===== config.mk =====
export PLATFORM = sky130hd
export DESIGN_NAME = alu_seq
export DESIGN_NICKNAME = d
export VERILOG_FILES = /design/src/rtl/alu_seq.sv
export SDC_FILE = /design/constraint.sdc
export NUM_CORES = 1
export LEC_CHECK = 0
export ABC_AREA = 1
export CORE_MARGIN = 3
export CORE_UTILIZATION = 35
export DETAILED_ROUTE_END_ITERATION = 16
export PLACE_DENSITY = 0.53
export SLEW_MARGIN = 20
export SYNTH_ARGS = -nofsm -noshare
export SYNTH_HDL_FRONTEND = slang
export SYNTH_SLANG_ARGS = --single-unit

===== constraint.sdc =====
create_clock -name clk -period 3.8 [get_ports clk]
set_clock_uncertainty 0.05 [all_clocks]
set_input_delay 0.76 -clock clk [delete_from_list [all_inputs] [get_ports clk]]
set_output_delay 0.76 -clock clk [all_outputs]
set_load 0.05 [all_outputs]

===== src/rtl/alu_seq.sv =====
// Multi-cycle ALU: registered single-cycle integer ops, iterative unsigned multiply and,
// when ALU_DIV_EN is defined, an iterative restoring unsigned divide.
module alu_seq #(
    parameter int unsigned WIDTH = 32,
    parameter int unsigned SHW   = $clog2(WIDTH)
) (
    input  logic             clk,
    input  logic             rst,
    input  logic             start,
    input  logic [3:0]       alusel,
    input  logic [WIDTH-1:0] opA,
    input  logic [WIDTH-1:0] opB,
    output logic             busy,
    output logic             done,
    output logic [WIDTH-1:0] alu_res,
    output logic [WIDTH-1:0] alu_hi,
    output logic             alu_zero
);

    localparam int unsigned CW = $clog2(WIDTH + 1);

    localparam logic [3:0] SelAdd  = 4'b0001;
    localparam logic [3:0] SelSub  = 4'b0011;
    localparam logic [3:0] SelAnd  = 4'b0111;
    localparam logic [3:0] SelOr   = 4'b1111;
    localparam logic [3:0] SelSlt  = 4'b1110;
    localparam logic [3:0] SelSll  = 4'b1100;
    localparam logic [3:0] SelSrl  = 4'b1000;
    localparam logic [3:0] SelMulu = 4'b0100;
`ifdef ALU_DIV_EN
    localparam logic [3:0] SelDivu = 4'b0110;

    typedef enum logic [1:0] {StIdle, StMul, StDiv} state_e;
`else
    typedef enum logic [1:0] {StIdle, StMul} state_e;
`endif

    state_e           stateQ, stateD;
    logic [CW-1:0]    cntQ, cntD;
    logic [WIDTH-1:0] accQ, accD;    // product high half / partial remainder
    logic [WIDTH-1:0] lowQ, lowD;    // multiplier shifting into product low half / dividend->quotient
    logic [WIDTH-1:0] opBQ, opBD;    // multiplicand / divisor
    logic [WIDTH-1:0] resQ, resD;
    logic [WIDTH-1:0] hiQ, hiD;
    logic             zeroQ, zeroD;
    logic             doneQ, doneD;

    logic [WIDTH-1:0] opRes, opHi;
    logic [WIDTH:0]   mulSum;
    logic [WIDTH-1:0] mulLow;
`ifdef ALU_DIV_EN
    logic [WIDTH:0]   divTrial;
    logic             divGe;
    logic [WIDTH-1:0] divRem;
    logic [WIDTH-1:0] divQuo;
`endif

    // Single-cycle result from the live inputs, loaded only on accept.
    always_comb begin
        opRes = '0;
        opHi  = '0;
        case (alusel)
            SelAdd: opRes = opA + opB;
            SelSub: opRes = opA - opB;
            SelAnd: opRes = opA & opB;
            SelOr:  opRes = opA | opB;
            SelSlt: opRes = {{(WIDTH-1){1'b0}}, ($signed(opA) < $signed(opB))};
            SelSll: opRes = opB << opA[SHW-1:0];
            SelSrl: opRes = opB >> opA[SHW-1:0];
`ifdef ALU_DIV_EN
            // Only reached with opB == 0; nonzero divisors go to StDiv.
            SelDivu: begin
                opRes = '1;
                opHi  = opA;
            end
`endif
            default: ;
        endcase
    end

    always_comb begin
        mulSum = {1'b0, accQ} + (lowQ[0] ? {1'b0, opBQ} : '0);
        mulLow = {mulSum[0], lowQ[WIDTH-1:1]};
`ifdef ALU_DIV_EN
        divTrial = {accQ, lowQ[WIDTH-1]};
        divGe    = (divTrial >= {1'b0, opBQ});
        divRem   = WIDTH'(divGe ? divTrial - {1'b0, opBQ} : divTrial);
        divQuo   = {lowQ[WIDTH-2:0], divGe};
`endif

        stateD = stateQ;
        cntD   = cntQ;
        accD   = accQ;
        lowD   = lowQ;
        opBD   = opBQ;
        resD   = resQ;
        hiD    = hiQ;
        zeroD  = zeroQ;
        doneD  = 1'b0;

        case (stateQ)
            StIdle: begin
                if (start) begin
                    if (alusel == SelMulu) begin
                        stateD = StMul;
                        cntD   = CW'(WIDTH);
                        accD   = '0;
                        lowD   = opA;
                        opBD   = opB;
`ifdef ALU_DIV_EN
                    end else if (alusel == SelDivu && opB != '0) begin
                        stateD = StDiv;
                        cntD   = CW'(WIDTH);
                        accD   = '0;
                        lowD   = opA;
                        opBD   = opB;
`endif
                    end else begin
                        resD  = opRes;
                        hiD   = opHi;
                        zeroD = (opRes == '0);
                        doneD = 1'b1;
                    end
                end
            end
            StMul: begin
                accD = mulSum[WIDTH:1];
                lowD = mulLow;
                cntD = cntQ - CW'(1);
                if (cntQ == CW'(1)) begin
                    stateD = StIdle;
                    resD   = mulLow;
                    hiD    = mulSum[WIDTH:1];
                    zeroD  = (mulLow == '0);
                    doneD  = 1'b1;
                end
            end
`ifdef ALU_DIV_EN
            StDiv: begin
                accD = divRem;
                lowD = divQuo;
                cntD = cntQ - CW'(1);
                if (cntQ == CW'(1)) begin
                    stateD = StIdle;
                    resD   = divQuo;
                    hiD    = divRem;
                    zeroD  = (divQuo == '0);
                    doneD  = 1'b1;
                end
            end
`endif
            default: stateD = StIdle;
        endcase
    end

    always_ff @(posedge clk) begin
        if (rst) begin
            stateQ <= StIdle;
            cntQ   <= '0;
            accQ   <= '0;
            lowQ   <= '0;
            opBQ   <= '0;
            resQ   <= '0;
            hiQ    <= '0;
            zeroQ  <= 1'b1;
            doneQ  <= 1'b0;
        end else begin
            stateQ <= stateD;
            cntQ   <= cntD;
            accQ   <= accD;
            lowQ   <= lowD;
            opBQ   <= opBD;
            resQ   <= resD;
            hiQ    <= hiD;
            zeroQ  <= zeroD;
            doneQ  <= doneD;
        end
    end

    assign busy     = (stateQ != StIdle);
    assign done     = doneQ;
    assign alu_res  = resQ;
    assign alu_hi   = hiQ;
    assign alu_zero = zeroQ;

endmodule


==> out/metrics.yaml, run 1 <==
finalSetupTns_ns: 0
vias: 23600
crit_path_end_kind: "flop"
cts-root-buf: "clkbuf_16"
p_leak_nw: 12.1
timing.max_cap.violations: 0
grt_usage: 0.356
fin_crit_ns: 3.71
outcome: "finished, final reports clean"
core_um2: 50300
gp_congestion: 1.07
drive_gt1_frac: 0.183
area_delta_synth_final_pct: 33.6
drc: 0
hold_violations: 0
syn_area_per_cell_um2: 5.81
syn_area_um2: 17900
drtPass1Iterations: 6
rrSetupSlack_ns: 0.56
hp-start: "accQ[11]"
cts_made_buffers: 17
dp.cells: 4236
drt_iter0_drc: 2979
cts_max_level: 4
place_hpwl_um: 82800
ios: 138
timing.rr.start: "lowQ[0]"
fin_cells: 4265
start_util: 0.356
ys.flop_type: "dfxtp_1"
cpLargestDelayFamily: "buffers and inverters"
nets: 3804
grt_overflow: 0
worstMarginPinSlew_ns: 1.08
crit_required_ns: 4.14
slew_viol_final: 0
path_buf_inv: 4
grt_pass1_wl_um: 142000
n_antenna_cell: 0
pwr_density_cell_nw_per_um2: 262
cts_tree: "yes"
drt.antenna.violating_nets: 0
ys.warnings.count: 0
clk_latency_ns: 0.43
die_x_um: 232
rows: 82
worst-path-max-fanout: 4
finalCritPeriodShare: 0.975
cp_data_arrival_time_ns: 4.04
vdd_drop_max_mv: 0.312
grt_pass1_vias: 21600
syn_inst: 3078
crit_slowest_cell: "clkdlybuf4s50_1"
slowest_delay_ns: 0.68
power_frac_seq: 0.300
p_int_mw: 3.74
clk_pin_slew_ns: 0.07
grt_antenna_before_repair: 0
grt_start_max_net_pins: 72
max_freq_mhz: 270
routed_via_density: 5.54
cp-startpoint: "opB[29]"
startpoint_type: "input port"
synth_nets: 3299
p_sw_frac: 0.403
async_flop_share: 0
finalWirelength_um: 99000
setup_viol: 0
clock_path_buffers: 2
synth_edf_count: 0
worstPathCellList: "clkdlybuf4s50_1, inv_1, ha_1, o21ai_0, a31oi_1, buf_4, nand2_1, a21oi_1, nand2_1, nand2_1, nand3_1, nand2_1, inv_1, nand3_1, nor2_2, nand3_1, nand2_1, nand2_1, nand2_1"
wl_per_cell_um: 23.2
power_mw: 6.27
io_buffers: 137
synth-seq-cells: 169
fin_hold_ws_ns: 0.423
crit_top_cell: "nand2_1"
ys_types: 49
maxSlewHeadroom: 0.277
pwr-share-comb: 0.433
p_sw_mw: 2.53
p_clk_frac: 0.266
ys_seq_area_frac: 0.189
die_y_um: 232
hold_class: "flop to flop"
worstSetupPathType: "input port to flop"
rsz0062_at_grt: "false"
die-area_um2: 53900
clkSinkCount: 169
==> cell usage in the layout (no fill, tap or decap), types with 11 or more instances in the layout <==
master,instances
nor2_1,198
nand4_1,35
clkdlybuf4s50_1,128
o22ai_1,26
nand2_2,30
nor3_1,18
inv_1,372
nor2_2,28
clkbuf_16,17
nand2_1,812
o211ai_1,13
or2_2,22
o21ai_1,13
o21ai_0,167
a21oi_1,210
buf_4,475
ha_2,11
nand3_1,499
ha_1,136
buf_12,18
dfxtp_1,168
a31oi_1,66
inv_2,13
==> through the flow <==
step	setup WS [ns]	instance area, um2	util
2_1_floorplan	0.580	17900	-
3_5_place_dp	-0.440	23300	0.463
3_3_place_gp	-0.426	23300	0.463
6_report	0.0950	23900	0.475
4_1_cts	0.0117	23800	0.474
5_1_grt	0.000148	23900	0.475
==> layer usage <==
metal / part of all wire / wire length [um] / track usage
met5: 0 / 0 / 0
met2: 0.42 / 41500 / 0.534
met4: 0.033 / 3270 / 0.104
met3: 0.084 / 8310 / 0.0393
met1: 0.46 / 45900 / 0.531
==> worst min-delay path, cell delays in order (launching register included) <==
cell and delay [ns]:
dfxtp_1 0.31, nand2_1 0.06, a21oi_1 0.05
==> sequential cells by signal, indices dropped and copies added (netlist names) <==
register  flops
cntQ          6
alu_res      32
stateQ        1
done          1
accQ         32
lowQ         32
alu_zero      1
alu_hi       32
opBQ         32
==> kinds of logic (layout without fill, tap and decap cells) <==
logic type,after synthesis,in the layout,share of synthesized area
AOI/OAI and AO/OA,529,529,0.162
adders and majority gates,150,150,0.106
buffers and inverters,531,1046,0.123
DFF,169,169,0.189
and+or+nand+nor,1699,1699,0.420
==> final cells by class <==
cell class | instances | area, um2
Fill cell | 5395 | 26400
Multi-Input combinational cell | 2378 | 12400
Timing Repair Buffer | 630 | 5280
Sequential cell | 169 | 3380
Inverter | 387 | 1460
Tap cell | 672 | 841
Clock buffer | 17 | 425
Clock inverter | 12 | 120
==> power by group through the flow <==
stage               clock network, mW  registers [mW]  logic, mW
finish                           1.67            1.88       2.72
global route                     1.76            1.89       2.89
CTS                              1.68            1.88       2.64
detailed placement                  0            1.92       2.63
global placement                    0            1.92       2.63
floorplan                           0            2.08       1.13
==> timing repair <==
item | 4_1_cts | 5_1_grt
endpoints found under the setup margin | 0 | 3
hold buffers | 0 | 0
setup buffers | 0 | 0
gates resized for setup | 0 | 30
==> path summary, 6_finish.rpt <==
kind              depth (start not counted)  endpoint
hold reg to reg                           2  accQ[11]
setup / recovery                         19  alu_zero
setup reg to reg                         16  accQ[22]
hold / removal                            2  accQ[11]
==> cell usage after synthesis, types with 11 or more instances <==
cell type / count / area share
inv_1: 374 / 0.078
nand3_1: 501 / 0.14
nor2_2: 21 / 0.0073
dfxtp_1: 169 / 0.19
nor3_1: 18 / 0.0050
ha_1: 147 / 0.10
nor2_1: 206 / 0.043
o211ai_1: 13 / 0.0055
nand4_1: 35 / 0.012
o21ai_1: 11 / 0.0031
o21ai_0: 169 / 0.047
or2_2: 22 / 0.0077
nand2_2: 27 / 0.0094
nand2_1: 816 / 0.17
buf_2: 44 / 0.012
o22ai_1: 26 / 0.0091
buf_4: 19 / 0.0080
a31oi_1: 66 / 0.023
buf_1: 13 / 0.0027
a21oi_1: 210 / 0.059
clkbuf_1: 58 / 0.012
inv_2: 12 / 0.0025
No activity file was read; power rests on OpenSTA's default activity.
==> inputs of run 2 (changes only) <==
--- a/config.mk
+++ b/config.mk
@@ -8,6 +8,7 @@
 export ABC_AREA = 1
 export CORE_MARGIN = 3
 export CORE_UTILIZATION = 35
+export CTS_BUF_LIST = sky130_fd_sc_hd__clkbuf_8
 export DETAILED_ROUTE_END_ITERATION = 16
 export PLACE_DENSITY = 0.53
 export SLEW_MARGIN = 20
==> out/metrics.yaml, run 2 (same netlist as run 1, synthesis figures left out) <==
outcome: "finished, final reports clean"
n_antenna_cell: 0  # unchanged
pwr_density_cell_nw_per_um2: 246  # -6.1%
die_y_um: 232  # unchanged
rsz0062_at_grt: "true"
worstSetupPathType: "input port to flop"
grt_pass1_wl_um: 142000  # -0.11%
grt_start_max_net_pins: 72  # unchanged
gp_congestion: 1.07  # unchanged
finalCritPeriodShare: 0.974  # -0.00115
vdd_drop_max_mv: 0.234  # -25%
grtUsageMet2: 0.533  # -0.000927
nets: 3804  # unchanged
drive_gt1_frac: 0.178  # -0.00445
crit_required_ns: 4.19  # +0.05 ns
slew_viol_final: 0  # unchanged
met1_usage: 0.530  # -0.00131
cts_made_buffers: 17  # unchanged
cts_tree: "yes"
io_buffers: 137  # unchanged
ios: 138  # unchanged
startpoint_type: "input port"
grt_usage: 0.356  # about the same
core_um2: 50300  # unchanged
max_freq_mhz: 270  # +0.12%
placed_area_um2: 23300  # unchanged
clkSinkCount: 169  # unchanged
finalWirelength_um: 98800  # -0.21%
routed_via_density: 5.54  # about the same
area_delta_synth_final_pct: 32.2
power_frac_seq: 0.323  # +0.023
filler_cell_count: 5435  # +0.74%
finalSetupTns_ns: 0  # unchanged
crit_path_end_kind: "flop"
p_int_mw: 3.35  # -10%
timing.max_cap.violations: 0  # unchanged
cp_data_arrival_time_ns: 4.09  # +0.05 ns
grt_overflow: 0  # unchanged
maxSlewHeadroom: 0.238  # -0.0387
drt.antenna.violating_nets: 0  # unchanged
die-area_um2: 53900  # unchanged
worst-path-max-fanout: 4  # unchanged
p_leak_nw: 12.0  # -0.87%
place_hpwl_um: 82800  # unchanged
clk_pin_slew_ns: 0.10  # +0.03 ns
vias: 23600  # -0.013%
multi_input_area_um2: 12300  # -0.38%
p_sw_frac: 0.425  # +0.0220
grt-busiest-layer: "met2"
wl_per_cell_um: 23.2  # -0.21%
drt_iter0_drc: 3179  # +6.7%
start_util: 0.356  # unchanged
cts-root-buf: "clkbuf_8"
drc: 0  # unchanged
hold_violations: 0  # unchanged
drtPass1Iterations: 8  # +2
worstMarginPinSlew_ns: 1.13  # +0.0576 ns
final_cell_mix: "814 x nand2_1, 499 x nand3_1, 475 x buf_4"
rows: 82  # unchanged
p_clk_frac: 0.213  # -0.053
hold_buffers: 0  # unchanged
r2r_cells: 16  # unchanged
finalInstanceArea_um2: 23700  # -1.0%
grt_util_met3: 0.0397  # +0.000491
hold_depth: 2  # unchanged
hold_class: "flop to flop"
p_sw_mw: 2.48  # -1.9%
mostFrequentLayoutCell: "nand2_1"
die_x_um: 232  # unchanged
clock_path_buffers: 2  # unchanged
cts_max_level: 4  # unchanged
fin_crit_ns: 3.70  # -0.00437 ns
clk_latency_ns: 0.48  # +0.05 ns
grt_antenna_before_repair: 1  # +1
grt_pass1_vias: 21600  # -0.060%
setup_viol: 0  # unchanged
power_mw: 5.83  # -7.0%
pwr-share-comb: 0.464  # +0.031
layout.area.seq_um2: 3380  # unchanged
run 2: metal layers:
layer,vias up,wire [um]
met2,1240,41300
met5,-,0
met4,0,3390
met1,11100,45300
met3,137,8810
li1,11200,-
run 2: final cells by class:
class,instances,share of cell area
flip-flops and latches,169,0.143
repair buffers,630,0.223
multi-input cells,2378,0.522
clock inverters,12,0.00508
inverters,387,0.0615
well taps,672,0.0356
clock buffers,17,0.00989
run 2: worst max-delay path, cell delays in order:
cell             delay (ns)
clkdlybuf4s50_1        0.69
inv_1                  0.11
ha_1                   0.40
o21ai_0                0.56
a31oi_1                0.17
buf_4                  0.20
nand2_1                0.06
a21oi_1                0.06
nand2_1                0.08
nand2_1                0.04
nand3_1                0.15
nand2_1                0.17
inv_1                  0.09
nand3_1                0.07
nor2_2                 0.18
nand3_1                0.12
nand2_1                0.07
nand2_1                0.05
nand2_1                0.06
run 2: path summary, 6_finish.rpt:
kind	startpoint	to	slack [ns]
max	opB[29]	alu_zero	0.1
min	accQ[16]	accQ[16]	0.42
max reg2reg	lowQ[0]	accQ[22]	0.53
min reg2reg	accQ[16]	accQ[16]	0.42
run 2: power groups by stage:
stage | Clock [mW] | Combinational [mW] | Sequential [mW]
final | 1.24 | 2.71 | 1.88
after detailed placement | 0 | 2.63 | 1.92
after global placement | 0 | 2.63 | 1.92
after global routing | 1.33 | 2.87 | 1.89
after CTS | 1.25 | 2.64 | 1.88
after floorplan | 0 | 1.13 | 2.08
run 2: per-stage QoR:
stage,hold slack [ns],utilization,std cells,setup slack (ns)
after floorplan,0.391,-,3078,0.580
after global placement,0.403,0.463,4236,-0.426
after detailed placement,0.410,0.463,4236,-0.440
after CTS,0.427,0.470,4265,0.0710
after global routing,0.440,0.470,4265,-0.0430
final,0.425,0.470,4265,0.0993
run 2: what timing repair did:
action | in CTS | in global routing
buffers inserted | 0 | 0
hold endpoints to repair | 0 | 0
endpoints found under the setup margin | 0 | 2
gates resized for setup | 0 | 8
